==> src/rtl/axi_lite_timeout_bridge_if.sv <==
`default_nettype none
// ============================================================================
//  Module      : axi_lite_timeout_bridge_if
//  Description : AXI4-Lite channel bundle (AW/W/B/AR/R) with master and
//                slave views, used on both sides of the timeout bridge.
//  Revision    : 1.0 - initial release
// ============================================================================
interface axi_lite_timeout_bridge_if #(
   parameter int ADDR_WIDTH = 32,
   parameter int DATA_WIDTH = 32
);
   // write address / data / response
   logic                      awvalid;
   logic                      awready;
   logic [ADDR_WIDTH-1:0]     awaddr;
   logic [2:0]                awprot;
   logic                      wvalid;
   logic                      wready;
   logic [DATA_WIDTH-1:0]     wdata;
   logic [DATA_WIDTH/8-1:0]   wstrb;
   logic                      bvalid;
   logic                      bready;
   logic [1:0]                bresp;
   // read address / data
   logic                      arvalid;
   logic                      arready;
   logic [ADDR_WIDTH-1:0]     araddr;
   logic [2:0]                arprot;
   logic                      rvalid;
   logic                      rready;
   logic [DATA_WIDTH-1:0]     rdata;
   logic [1:0]                rresp;

   modport master (
      output awvalid, awaddr, awprot, wvalid, wdata, wstrb, bready,
             arvalid, araddr, arprot, rready,
      input  awready, wready, bvalid, bresp, arready, rvalid, rdata, rresp
   );

   modport slave (
      input  awvalid, awaddr, awprot, wvalid, wdata, wstrb, bready,
             arvalid, araddr, arprot, rready,
      output awready, wready, bvalid, bresp, arready, rvalid, rdata, rresp
   );
endinterface
`default_nettype wire

==> src/rtl/axi_lite_timeout_bridge.sv <==
`default_nettype none
// ============================================================================
//  Module      : axi_lite_timeout_bridge
//  Description : Single-outstanding AXI4-Lite bridge. Forwards one write and
//                one read at a time downstream and answers SLVERR upstream if
//                the downstream slave does not respond within TIMEOUT cycles.
//                Late downstream responses are drained and discarded.
//  Revision    : 1.0 - initial release
// ============================================================================
module axi_lite_timeout_bridge #(
   parameter int ADDR_WIDTH = 32,
   parameter int DATA_WIDTH = 32,
   parameter int TIMEOUT    = 1024
) (
   input  logic                      axi_aclk,
   input  logic                      axi_areset,
   axi_lite_timeout_bridge_if.slave  s_axi,
   axi_lite_timeout_bridge_if.master m_axi,
   output logic                      wr_timeout,
   output logic                      rd_timeout,
   output logic [15:0]               timeout_count
);
   localparam int          STRB_WIDTH  = DATA_WIDTH / 8;
   localparam logic [15:0] TMR_LAST    = 16'(TIMEOUT - 1);
   localparam logic [1:0]  RESP_OKAY   = 2'b00;
   localparam logic [1:0]  RESP_SLVERR = 2'b10;

   typedef enum logic [2:0] {W_IDLE, W_REQ, W_RESP, W_BRSP, W_ERR, W_DRAIN} wr_state_t;
   typedef enum logic [2:0] {R_IDLE, R_REQ, R_RESP, R_RDAT, R_ERR, R_DRAIN} rd_state_t;

   // write path state
   wr_state_t               wr_state_q, wr_state_d;
   logic                    m_awvalid_q, m_awvalid_d, m_wvalid_q, m_wvalid_d;
   logic                    m_bready_q, m_bready_d;
   logic [ADDR_WIDTH-1:0]   m_awaddr_q, m_awaddr_d;
   logic [2:0]              m_awprot_q, m_awprot_d;
   logic [DATA_WIDTH-1:0]   m_wdata_q, m_wdata_d;
   logic [STRB_WIDTH-1:0]   m_wstrb_q, m_wstrb_d;
   logic                    s_bvalid_q, s_bvalid_d;
   logic [1:0]              s_bresp_q, s_bresp_d;
   logic [15:0]             wr_timer_q, wr_timer_d;
   logic                    wr_bdone_q, wr_bdone_d;
   logic                    wr_timeout_q, wr_timeout_d;
   // read path state
   rd_state_t               rd_state_q, rd_state_d;
   logic                    m_arvalid_q, m_arvalid_d;
   logic                    m_rready_q, m_rready_d;
   logic [ADDR_WIDTH-1:0]   m_araddr_q, m_araddr_d;
   logic [2:0]              m_arprot_q, m_arprot_d;
   logic                    s_rvalid_q, s_rvalid_d;
   logic [1:0]              s_rresp_q, s_rresp_d;
   logic [DATA_WIDTH-1:0]   s_rdata_q, s_rdata_d;
   logic [15:0]             rd_timer_q, rd_timer_d;
   logic                    rd_rdone_q, rd_rdone_d;
   logic                    rd_timeout_q, rd_timeout_d;
   // shared
   logic [15:0]             timeout_count_q, timeout_count_d;
   logic [16:0]             count_sum;

   // upstream accepts only in IDLE; the only combinational s-side outputs
   logic wr_accept, rd_accept, b_hs, r_hs;
   assign wr_accept = (wr_state_q == W_IDLE) & s_axi.awvalid & s_axi.wvalid;
   assign rd_accept = (rd_state_q == R_IDLE) & s_axi.arvalid;
   assign b_hs      = m_axi.bvalid & m_bready_q;
   assign r_hs      = m_axi.rvalid & m_rready_q;

   assign s_axi.awready = wr_accept;
   assign s_axi.wready  = wr_accept;
   assign s_axi.arready = rd_accept;
   assign s_axi.bvalid  = s_bvalid_q;
   assign s_axi.bresp   = s_bresp_q;
   assign s_axi.rvalid  = s_rvalid_q;
   assign s_axi.rresp   = s_rresp_q;
   assign s_axi.rdata   = s_rdata_q;
   assign m_axi.awvalid = m_awvalid_q;
   assign m_axi.awaddr  = m_awaddr_q;
   assign m_axi.awprot  = m_awprot_q;
   assign m_axi.wvalid  = m_wvalid_q;
   assign m_axi.wdata   = m_wdata_q;
   assign m_axi.wstrb   = m_wstrb_q;
   assign m_axi.bready  = m_bready_q;
   assign m_axi.arvalid = m_arvalid_q;
   assign m_axi.araddr  = m_araddr_q;
   assign m_axi.arprot  = m_arprot_q;
   assign m_axi.rready  = m_rready_q;
   assign wr_timeout    = wr_timeout_q;
   assign rd_timeout    = rd_timeout_q;
   assign timeout_count = timeout_count_q;

   // write FSM next state: launch, wait for B or expiry, reply, drain late B
   always_comb begin
      wr_state_d   = wr_state_q;
      m_awvalid_d  = m_awvalid_q & ~m_axi.awready;
      m_wvalid_d   = m_wvalid_q & ~m_axi.wready;
      m_awaddr_d   = m_awaddr_q;
      m_awprot_d   = m_awprot_q;
      m_wdata_d    = m_wdata_q;
      m_wstrb_d    = m_wstrb_q;
      s_bvalid_d   = s_bvalid_q;
      s_bresp_d    = s_bresp_q;
      wr_timer_d   = wr_timer_q;
      wr_bdone_d   = wr_bdone_q | b_hs;
      wr_timeout_d = 1'b0;
      case (wr_state_q)
         W_IDLE: if (wr_accept) begin
            m_awaddr_d  = s_axi.awaddr;
            m_awprot_d  = s_axi.awprot;
            m_wdata_d   = s_axi.wdata;
            m_wstrb_d   = s_axi.wstrb;
            m_awvalid_d = 1'b1;
            m_wvalid_d  = 1'b1;
            wr_timer_d  = 16'd0;
            wr_bdone_d  = 1'b0;
            wr_state_d  = W_REQ;
         end
         W_REQ: begin
            wr_timer_d = wr_timer_q + 16'd1;
            if (wr_timer_q == TMR_LAST) begin
               wr_timeout_d = 1'b1;
               s_bvalid_d   = 1'b1;
               s_bresp_d    = RESP_SLVERR;
               wr_state_d   = W_ERR;
            end else if (!m_awvalid_d && !m_wvalid_d) begin
               wr_state_d = W_RESP;
            end
         end
         W_RESP: begin
            wr_timer_d = wr_timer_q + 16'd1;
            // a response in the expiry cycle still wins over the timeout
            if (b_hs) begin
               s_bvalid_d = 1'b1;
               s_bresp_d  = m_axi.bresp;
               wr_state_d = W_BRSP;
            end else if (wr_timer_q == TMR_LAST) begin
               wr_timeout_d = 1'b1;
               s_bvalid_d   = 1'b1;
               s_bresp_d    = RESP_SLVERR;
               wr_state_d   = W_ERR;
            end
         end
         W_BRSP: if (s_axi.bready) begin
            s_bvalid_d = 1'b0;
            wr_state_d = W_IDLE;
         end
         W_ERR: if (s_axi.bready) begin
            s_bvalid_d = 1'b0;
            wr_state_d = wr_bdone_d ? W_IDLE : W_DRAIN;
         end
         W_DRAIN: if (wr_bdone_d) wr_state_d = W_IDLE;
         default: wr_state_d = W_IDLE;
      endcase
      // B is only accepted once AW and W are both through and B is still owed
      m_bready_d = ((wr_state_d == W_RESP) || (wr_state_d == W_ERR) || (wr_state_d == W_DRAIN))
                   & ~m_awvalid_d & ~m_wvalid_d & ~wr_bdone_d;
   end

   // read FSM next state: mirror of the write path with R carrying data
   always_comb begin
      rd_state_d   = rd_state_q;
      m_arvalid_d  = m_arvalid_q & ~m_axi.arready;
      m_araddr_d   = m_araddr_q;
      m_arprot_d   = m_arprot_q;
      s_rvalid_d   = s_rvalid_q;
      s_rresp_d    = s_rresp_q;
      s_rdata_d    = s_rdata_q;
      rd_timer_d   = rd_timer_q;
      rd_rdone_d   = rd_rdone_q | r_hs;
      rd_timeout_d = 1'b0;
      case (rd_state_q)
         R_IDLE: if (rd_accept) begin
            m_araddr_d  = s_axi.araddr;
            m_arprot_d  = s_axi.arprot;
            m_arvalid_d = 1'b1;
            rd_timer_d  = 16'd0;
            rd_rdone_d  = 1'b0;
            rd_state_d  = R_REQ;
         end
         R_REQ: begin
            rd_timer_d = rd_timer_q + 16'd1;
            if (rd_timer_q == TMR_LAST) begin
               rd_timeout_d = 1'b1;
               s_rvalid_d   = 1'b1;
               s_rresp_d    = RESP_SLVERR;
               s_rdata_d    = '0;
               rd_state_d   = R_ERR;
            end else if (!m_arvalid_d) begin
               rd_state_d = R_RESP;
            end
         end
         R_RESP: begin
            rd_timer_d = rd_timer_q + 16'd1;
            if (r_hs) begin
               s_rvalid_d = 1'b1;
               s_rresp_d  = m_axi.rresp;
               s_rdata_d  = m_axi.rdata;
               rd_state_d = R_RDAT;
            end else if (rd_timer_q == TMR_LAST) begin
               rd_timeout_d = 1'b1;
               s_rvalid_d   = 1'b1;
               s_rresp_d    = RESP_SLVERR;
               s_rdata_d    = '0;
               rd_state_d   = R_ERR;
            end
         end
         R_RDAT: if (s_axi.rready) begin
            s_rvalid_d = 1'b0;
            rd_state_d = R_IDLE;
         end
         R_ERR: if (s_axi.rready) begin
            s_rvalid_d = 1'b0;
            rd_state_d = rd_rdone_d ? R_IDLE : R_DRAIN;
         end
         R_DRAIN: if (rd_rdone_d) rd_state_d = R_IDLE;
         default: rd_state_d = R_IDLE;
      endcase
      m_rready_d = ((rd_state_d == R_RESP) || (rd_state_d == R_ERR) || (rd_state_d == R_DRAIN))
                   & ~m_arvalid_d & ~rd_rdone_d;
   end

   // saturating timeout tally; both paths may fire in the same cycle
   always_comb begin
      count_sum       = {1'b0, timeout_count_q} + 17'(wr_timeout_d) + 17'(rd_timeout_d);
      timeout_count_d = count_sum[16] ? 16'hFFFF : count_sum[15:0];
   end

   // state register for both paths; reset drops every valid immediately
   always_ff @(posedge axi_aclk or posedge axi_areset) begin
      if (axi_areset) begin
         wr_state_q      <= W_IDLE;
         m_awvalid_q     <= 1'b0;
         m_wvalid_q      <= 1'b0;
         m_bready_q      <= 1'b0;
         m_awaddr_q      <= '0;
         m_awprot_q      <= '0;
         m_wdata_q       <= '0;
         m_wstrb_q       <= '0;
         s_bvalid_q      <= 1'b0;
         s_bresp_q       <= RESP_OKAY;
         wr_timer_q      <= 16'd0;
         wr_bdone_q      <= 1'b0;
         wr_timeout_q    <= 1'b0;
         rd_state_q      <= R_IDLE;
         m_arvalid_q     <= 1'b0;
         m_rready_q      <= 1'b0;
         m_araddr_q      <= '0;
         m_arprot_q      <= '0;
         s_rvalid_q      <= 1'b0;
         s_rresp_q       <= RESP_OKAY;
         s_rdata_q       <= '0;
         rd_timer_q      <= 16'd0;
         rd_rdone_q      <= 1'b0;
         rd_timeout_q    <= 1'b0;
         timeout_count_q <= 16'd0;
      end else begin
         wr_state_q      <= wr_state_d;
         m_awvalid_q     <= m_awvalid_d;
         m_wvalid_q      <= m_wvalid_d;
         m_bready_q      <= m_bready_d;
         m_awaddr_q      <= m_awaddr_d;
         m_awprot_q      <= m_awprot_d;
         m_wdata_q       <= m_wdata_d;
         m_wstrb_q       <= m_wstrb_d;
         s_bvalid_q      <= s_bvalid_d;
         s_bresp_q       <= s_bresp_d;
         wr_timer_q      <= wr_timer_d;
         wr_bdone_q      <= wr_bdone_d;
         wr_timeout_q    <= wr_timeout_d;
         rd_state_q      <= rd_state_d;
         m_arvalid_q     <= m_arvalid_d;
         m_rready_q      <= m_rready_d;
         m_araddr_q      <= m_araddr_d;
         m_arprot_q      <= m_arprot_d;
         s_rvalid_q      <= s_rvalid_d;
         s_rresp_q       <= s_rresp_d;
         s_rdata_q       <= s_rdata_d;
         rd_timer_q      <= rd_timer_d;
         rd_rdone_q      <= rd_rdone_d;
         rd_timeout_q    <= rd_timeout_d;
         timeout_count_q <= timeout_count_d;
      end
   end
endmodule
`default_nettype wire
==> src/flat_wrapper.sv <==
// flat-port wrapper written by rule: the top's interface ports become plain ports
module axi_lite_timeout_bridge_flat 
#(
   parameter int ADDR_WIDTH = 32,
   parameter int DATA_WIDTH = 32,
   parameter int TIMEOUT    = 1024
)
  (axi_aclk, axi_areset, wr_timeout, rd_timeout, timeout_count, s_axi_awvalid, s_axi_awaddr, s_axi_awprot, s_axi_wvalid, s_axi_wdata, s_axi_wstrb, s_axi_bready, s_axi_arvalid, s_axi_araddr, s_axi_arprot, s_axi_rready, s_axi_awready, s_axi_wready, s_axi_bvalid, s_axi_bresp, s_axi_arready, s_axi_rvalid, s_axi_rdata, s_axi_rresp, m_axi_awvalid, m_axi_awaddr, m_axi_awprot, m_axi_wvalid, m_axi_wdata, m_axi_wstrb, m_axi_bready, m_axi_arvalid, m_axi_araddr, m_axi_arprot, m_axi_rready, m_axi_awready, m_axi_wready, m_axi_bvalid, m_axi_bresp, m_axi_arready, m_axi_rvalid, m_axi_rdata, m_axi_rresp);
  axi_lite_timeout_bridge_if #(.ADDR_WIDTH(ADDR_WIDTH), .DATA_WIDTH(DATA_WIDTH)) s_axi_i ();
  axi_lite_timeout_bridge_if #(.ADDR_WIDTH(ADDR_WIDTH), .DATA_WIDTH(DATA_WIDTH)) m_axi_i ();
  input  logic axi_aclk;
  input  logic axi_areset;
  output logic wr_timeout;
  output logic rd_timeout;
  output logic [15:0] timeout_count;
  input wire logic [$bits(s_axi_i.awvalid)-1:0] s_axi_awvalid;
  input wire logic [$bits(s_axi_i.awaddr)-1:0] s_axi_awaddr;
  input wire logic [$bits(s_axi_i.awprot)-1:0] s_axi_awprot;
  input wire logic [$bits(s_axi_i.wvalid)-1:0] s_axi_wvalid;
  input wire logic [$bits(s_axi_i.wdata)-1:0] s_axi_wdata;
  input wire logic [$bits(s_axi_i.wstrb)-1:0] s_axi_wstrb;
  input wire logic [$bits(s_axi_i.bready)-1:0] s_axi_bready;
  input wire logic [$bits(s_axi_i.arvalid)-1:0] s_axi_arvalid;
  input wire logic [$bits(s_axi_i.araddr)-1:0] s_axi_araddr;
  input wire logic [$bits(s_axi_i.arprot)-1:0] s_axi_arprot;
  input wire logic [$bits(s_axi_i.rready)-1:0] s_axi_rready;
  output wire logic [$bits(s_axi_i.awready)-1:0] s_axi_awready;
  output wire logic [$bits(s_axi_i.wready)-1:0] s_axi_wready;
  output wire logic [$bits(s_axi_i.bvalid)-1:0] s_axi_bvalid;
  output wire logic [$bits(s_axi_i.bresp)-1:0] s_axi_bresp;
  output wire logic [$bits(s_axi_i.arready)-1:0] s_axi_arready;
  output wire logic [$bits(s_axi_i.rvalid)-1:0] s_axi_rvalid;
  output wire logic [$bits(s_axi_i.rdata)-1:0] s_axi_rdata;
  output wire logic [$bits(s_axi_i.rresp)-1:0] s_axi_rresp;
  output wire logic [$bits(m_axi_i.awvalid)-1:0] m_axi_awvalid;
  output wire logic [$bits(m_axi_i.awaddr)-1:0] m_axi_awaddr;
  output wire logic [$bits(m_axi_i.awprot)-1:0] m_axi_awprot;
  output wire logic [$bits(m_axi_i.wvalid)-1:0] m_axi_wvalid;
  output wire logic [$bits(m_axi_i.wdata)-1:0] m_axi_wdata;
  output wire logic [$bits(m_axi_i.wstrb)-1:0] m_axi_wstrb;
  output wire logic [$bits(m_axi_i.bready)-1:0] m_axi_bready;
  output wire logic [$bits(m_axi_i.arvalid)-1:0] m_axi_arvalid;
  output wire logic [$bits(m_axi_i.araddr)-1:0] m_axi_araddr;
  output wire logic [$bits(m_axi_i.arprot)-1:0] m_axi_arprot;
  output wire logic [$bits(m_axi_i.rready)-1:0] m_axi_rready;
  input wire logic [$bits(m_axi_i.awready)-1:0] m_axi_awready;
  input wire logic [$bits(m_axi_i.wready)-1:0] m_axi_wready;
  input wire logic [$bits(m_axi_i.bvalid)-1:0] m_axi_bvalid;
  input wire logic [$bits(m_axi_i.bresp)-1:0] m_axi_bresp;
  input wire logic [$bits(m_axi_i.arready)-1:0] m_axi_arready;
  input wire logic [$bits(m_axi_i.rvalid)-1:0] m_axi_rvalid;
  input wire logic [$bits(m_axi_i.rdata)-1:0] m_axi_rdata;
  input wire logic [$bits(m_axi_i.rresp)-1:0] m_axi_rresp;
  assign s_axi_i.awvalid = s_axi_awvalid;
  assign s_axi_i.awaddr = s_axi_awaddr;
  assign s_axi_i.awprot = s_axi_awprot;
  assign s_axi_i.wvalid = s_axi_wvalid;
  assign s_axi_i.wdata = s_axi_wdata;
  assign s_axi_i.wstrb = s_axi_wstrb;
  assign s_axi_i.bready = s_axi_bready;
  assign s_axi_i.arvalid = s_axi_arvalid;
  assign s_axi_i.araddr = s_axi_araddr;
  assign s_axi_i.arprot = s_axi_arprot;
  assign s_axi_i.rready = s_axi_rready;
  assign s_axi_awready = s_axi_i.awready;
  assign s_axi_wready = s_axi_i.wready;
  assign s_axi_bvalid = s_axi_i.bvalid;
  assign s_axi_bresp = s_axi_i.bresp;
  assign s_axi_arready = s_axi_i.arready;
  assign s_axi_rvalid = s_axi_i.rvalid;
  assign s_axi_rdata = s_axi_i.rdata;
  assign s_axi_rresp = s_axi_i.rresp;
  assign m_axi_awvalid = m_axi_i.awvalid;
  assign m_axi_awaddr = m_axi_i.awaddr;
  assign m_axi_awprot = m_axi_i.awprot;
  assign m_axi_wvalid = m_axi_i.wvalid;
  assign m_axi_wdata = m_axi_i.wdata;
  assign m_axi_wstrb = m_axi_i.wstrb;
  assign m_axi_bready = m_axi_i.bready;
  assign m_axi_arvalid = m_axi_i.arvalid;
  assign m_axi_araddr = m_axi_i.araddr;
  assign m_axi_arprot = m_axi_i.arprot;
  assign m_axi_rready = m_axi_i.rready;
  assign m_axi_i.awready = m_axi_awready;
  assign m_axi_i.wready = m_axi_wready;
  assign m_axi_i.bvalid = m_axi_bvalid;
  assign m_axi_i.bresp = m_axi_bresp;
  assign m_axi_i.arready = m_axi_arready;
  assign m_axi_i.rvalid = m_axi_rvalid;
  assign m_axi_i.rdata = m_axi_rdata;
  assign m_axi_i.rresp = m_axi_rresp;
  axi_lite_timeout_bridge #(.ADDR_WIDTH(ADDR_WIDTH), .DATA_WIDTH(DATA_WIDTH), .TIMEOUT(TIMEOUT)) u_core (.axi_aclk(axi_aclk), .axi_areset(axi_areset), .s_axi(s_axi_i), .m_axi(m_axi_i), .wr_timeout(wr_timeout), .rd_timeout(rd_timeout), .timeout_count(timeout_count));
endmodule
==> config.mk <==
export PLATFORM = sky130hd
export DESIGN_NAME = axi_lite_timeout_bridge_flat
export DESIGN_NICKNAME = d
export VERILOG_FILES = /design/src/rtl/axi_lite_timeout_bridge_if.sv /design/src/rtl/axi_lite_timeout_bridge.sv /design/src/flat_wrapper.sv
export SDC_FILE = /design/constraint.sdc
export NUM_CORES = 1
export LEC_CHECK = 0
export ABC_AREA = 0
export BUFFER_PORTS_ARGS = -buffer_cell sky130_fd_sc_hd__buf_2
export CORE_MARGIN = 5
export CORE_UTILIZATION = 35
export CTS_BUF_LIST = sky130_fd_sc_hd__clkbuf_8
export DETAILED_ROUTE_END_ITERATION = 6
export PLACE_DENSITY = 0.64
export SLEW_MARGIN = 40
export SYNTH_ARGS = -nofsm -noshare
export SYNTH_HDL_FRONTEND = slang
export SYNTH_SLANG_ARGS = --single-unit
==> constraint.sdc <==
create_clock -name axi_aclk -period 9.4 [get_ports axi_aclk]
set_input_delay 1.88 -clock axi_aclk [delete_from_list [all_inputs] [get_ports axi_aclk]]
set_output_delay 1.88 -clock axi_aclk [all_outputs]
set_load 0.02 [all_outputs]
==> results.ini <==
[status]
result_of_the_run=complete, no violations

[floorplan]
die-area_mm2=0.0277
dieWidth_um=166
area_inside_the_core_boundary_mm2=0.0242
boundaryPins=324
placement_rows=57
initial_core_util_pct=35.4
fp.dieH_um=166

[global_route]
first_global_vias=7207
globalRoute.totalOverflow=0
pin_count_of_the_biggest_net_entering_global_routing=146
global_route_wire_length_before_repair_um=37700
grt.total_usage_pct=16.3
groute.layer.met3.usage_pct=6.57
antenna_found_initial=2
grt.busiest_layer=met2
gr_met1_demand_resource_pct=19.2
global_route.usage.met2_pct=27.8

[sta]
finalCriticalPeriod_ps=5010
final_min_period_over_clock_period_pct=53.3
finalSetupViolCount=0
grt_setup_unrepaired=false
final-max-slew-violation-count=0
worst_slew_margin_pct=46.7
worst-slew-pin-transition_ps=800
timing.setup.tns_ps=0
fmaxAchievable_mhz=200
clock-skew-final_ps=13.1
report.final.hold_viol_count=0

[pwr]
cellInternalPower_uw=2190
p_sw_uw=1410
clock_share_of_power_pct=23.3
sw_frac_of_total_pct=39.2
power.share.combinational_pct=37.4
p_per_area_mw_per_mm2=320
lkg_pwr_uw=0.00605
seq_power_share_pct=39.3
irDropWorstVdd_mv=0.173

[cts]
ctsHoldBuffers=0
ctsResizeCount=0
numCtsBuffers=37
cts_sinks=207
cts_tree=yes
clock-root-buffer=sky130_fd_sc_hd__clkbuf_8
cts.htree.levels=2
clk_pin_slew_ps=60
cts_post_setup_buffers_inserted=0
clock_latency_ps=500
max-clock-path-buffers=3

[setup_path]
critical_path_class=primary input to primary output
cp.required_ps=7520
crit_path_max_fanout=76
critPathLaunchType=primary input
endpoint_kind=primary output
wp_data_arrival_ps=3130

[synthesis]
synthesis.instances=812
cell_area_after_synthesis_mm2=0.00855
post_synth_fa_ha_maj_area_fraction_pct=0.673
number_of_enable_flip_flop_cells_after_synthesis=0
synth-compound-area-share_pct=6.73
synthesis.nets=970
syn_avg_cell_area_um2=10.5
ys_async_sr_fraction_pct=100
ys_seq_area_share_pct=60.6
ys_dominant_reg_cell=sky130_fd_sc_hd__dfrtp_1
ys_seq_elements=207
main_combinational_cell_family_by_area_after_synthesis=simple AND/OR/NAND/NOR gates
yosys_warnings=0
post_synth_xor_xnor_area_pct=3.58
simple_gate_fraction_of_synth_area_pct=20.5
synth_mux_area_share_pct=4.96
yosys.cell_types.count=48

[placed_design]
dpl_cell_area_mm2=0.0105
place_hpwl_um=16300
portBuffers=323
finalWeightedCongestion=0.836
placed_cells=1426

[detailed_routing]
detailedRoute.firstIterationViolations=284
routedWlPerCell_um=15.4
post-route-drc-count=0
ant_nets=0
routed_via_density=4.70
total_via_count_after_detailed_routing=7001
firstDrtPassIters=4
wl_um=23000

[layout]
stdcell_area_mm2=0.0112
finalNetCount=1299
num-fill-cells=2309
synthToLayoutAreaGrowth_pct=31.3
finalNonFillerCells=1491
layout-drive-gt1-share_pct=37.1
antenna_fix_cells=0

[hold_path]
hold_path_class=register to register

[flow_run]
drv_cap=0

[worst max-delay path, stage by stage]
cell and delay, ps:
sky130_fd_sc_hd__buf_2 80, sky130_fd_sc_hd__nand2_1 40, sky130_fd_sc_hd__or4_2 540, sky130_fd_sc_hd__buf_6 270, sky130_fd_sc_hd__inv_2 130, sky130_fd_sc_hd__buf_2 170
[layer usage]
metal  wire length (µm)  share of wire [%]  up-vias
li1                   -                  -     3369
met1               9340                 41     3288
met2              10900                 47      299
met3               2290                 10       41
met4                471                2.0        4
met5                 21              0.091        -
[state kept, by name, summed over array words and instances, names as in the netlist, 4 cells and up]
register              cells
u_core.m_axi.araddr      32
u_core.m_axi.awaddr      32
u_core.m_axi.wdata       32
u_core.m_axi.wstrb        4
u_core.rd_timer_q        16
u_core.s_axi.rdata       32
u_core.timeout_count     16
u_core.wr_timer_q        16
[final timing paths]
check / start / to / slack [ps] / depth (start not counted)
min in group asynchronous: axi_areset / u_core.m_axi.wdata[17]$_DFFE_PP0P_ / 1400 / 2
max in group asynchronous: axi_areset / u_core.m_axi.wdata[14]$_DFFE_PP0P_ / 6790 / 3
worst min register to register: u_core.m_axi.wdata[9]$_DFFE_PP0P_ / u_core.m_axi.wdata[9]$_DFFE_PP0P_ / 470 / 2
worst max-delay path: s_axi_wvalid / s_axi_awready / 4390 / 6
worst min-delay path: u_core.m_axi.wdata[9]$_DFFE_PP0P_ / u_core.m_axi.wdata[9]$_DFFE_PP0P_ / 470 / 2
worst max register to register: u_core.rd_timer_q[11]$_DFFE_PP0P_ / u_core.timeout_count[8]$_DFF_PP0_ / 5660 / 11
[placed cells by master (no fill, tap or decap), types with 10 or more instances in the layout]
| cell | netlist | routed |
|---|---|---|
| sky130_fd_sc_hd__nor3_1 | 13 | 13 |
| sky130_fd_sc_hd__nand2b_1 | 12 | 12 |
| sky130_fd_sc_hd__a22o_1 | 34 | 34 |
| sky130_fd_sc_hd__xnor2_1 | 19 | 19 |
| sky130_fd_sc_hd__clkbuf_8 | 0 | 50 |
| sky130_fd_sc_hd__xor2_1 | 16 | 16 |
| sky130_fd_sc_hd__nor2_1 | 44 | 44 |
| sky130_fd_sc_hd__inv_1 | 12 | 15 |
| sky130_fd_sc_hd__nand3_1 | 19 | 19 |
| sky130_fd_sc_hd__clkinv_2 | 0 | 10 |
| sky130_fd_sc_hd__a21oi_1 | 17 | 17 |
| sky130_fd_sc_hd__buf_2 | 18 | 323 |
| sky130_fd_sc_hd__dfrtp_1 | 207 | 207 |
| sky130_fd_sc_hd__nand4_1 | 12 | 12 |
| sky130_fd_sc_hd__mux2_2 | 30 | 30 |
| sky130_fd_sc_hd__nand2_1 | 253 | 253 |
[cell families after synthesis]
| logic type | after synthesis |
|---|---|
| AO/OA/AOI/OAI | 78 |
| multiplexers | 38 |
| flip-flops | 207 |
| buffers and inverters | 54 |
| XOR/XNOR | 35 |
| adder cells (fa/ha/maj) | 4 |
| AND/OR/NAND/NOR | 396 |
[area by class of cell]
cell class | count | area (µm²) | share of cell area, %
clock buffer | 50 | 688 | 6.13
clock inverter | 15 | 72.6 | 0.646
inverter | 14 | 68.8 | 0.613
multi-input combinational | 551 | 3130 | 27.9
sequential | 207 | 5180 | 46.1
tap | 324 | 405 | 3.61
timing repair buffer | 330 | 1690 | 15.0
[metrics by stage]
step                setup slack [ps]  hold WS (ps)  total power (µW)  util [%]
floorplan                       1870           460              2290         -
global placement                4240           454              2770      43.2
detailed placement              4240           456              2790      43.3
CTS                             4230           472              3660      46.4
global route                    4270           491              3850      46.5
finish                          4390           469              3600      46.5
[synth_stat cells (4+ instances only)]
| library cell | n | share of area [%] |
|---|---|---|
| sky130_fd_sc_hd__nand3b_1 | 5 | 0.44 |
| sky130_fd_sc_hd__mux2_2 | 30 | 4.0 |
| sky130_fd_sc_hd__nand2_1 | 253 | 11 |
| sky130_fd_sc_hd__a22o_1 | 34 | 3.5 |
| sky130_fd_sc_hd__clkbuf_1 | 16 | 0.70 |
| sky130_fd_sc_hd__a31oi_1 | 6 | 0.44 |
| sky130_fd_sc_hd__mux2_1 | 5 | 0.66 |
| sky130_fd_sc_hd__nor2b_1 | 5 | 0.37 |
| sky130_fd_sc_hd__nand2b_1 | 12 | 0.88 |
| sky130_fd_sc_hd__and2_1 | 4 | 0.29 |
| sky130_fd_sc_hd__buf_2 | 18 | 1.1 |
| sky130_fd_sc_hd__and3_1 | 9 | 0.66 |
| sky130_fd_sc_hd__nand3_1 | 19 | 1.1 |
| sky130_fd_sc_hd__nand4_1 | 12 | 0.88 |
| sky130_fd_sc_hd__xnor2_1 | 19 | 1.9 |
| sky130_fd_sc_hd__and4_1 | 6 | 0.61 |
| sky130_fd_sc_hd__o21ai_0 | 7 | 0.41 |
| sky130_fd_sc_hd__xor2_1 | 16 | 1.6 |
| sky130_fd_sc_hd__a21oi_1 | 17 | 0.99 |
| sky130_fd_sc_hd__nor2_1 | 44 | 1.9 |
| sky130_fd_sc_hd__dfrtp_1 | 207 | 61 |
| sky130_fd_sc_hd__inv_1 | 12 | 0.53 |
| sky130_fd_sc_hd__nor3_1 | 13 | 0.76 |
[power by group through the flow]
stage / clock network [µW] / logic, µW / registers, µW
after floorplan: 0 / 521 / 1770
after global placement: 0 / 1350 / 1420
after detailed placement: 0 / 1370 / 1420
after CTS: 874 / 1370 / 1420
after global routing: 912 / 1470 / 1460
final: 836 / 1350 / 1410
Power figures use the tool's default switching activity.
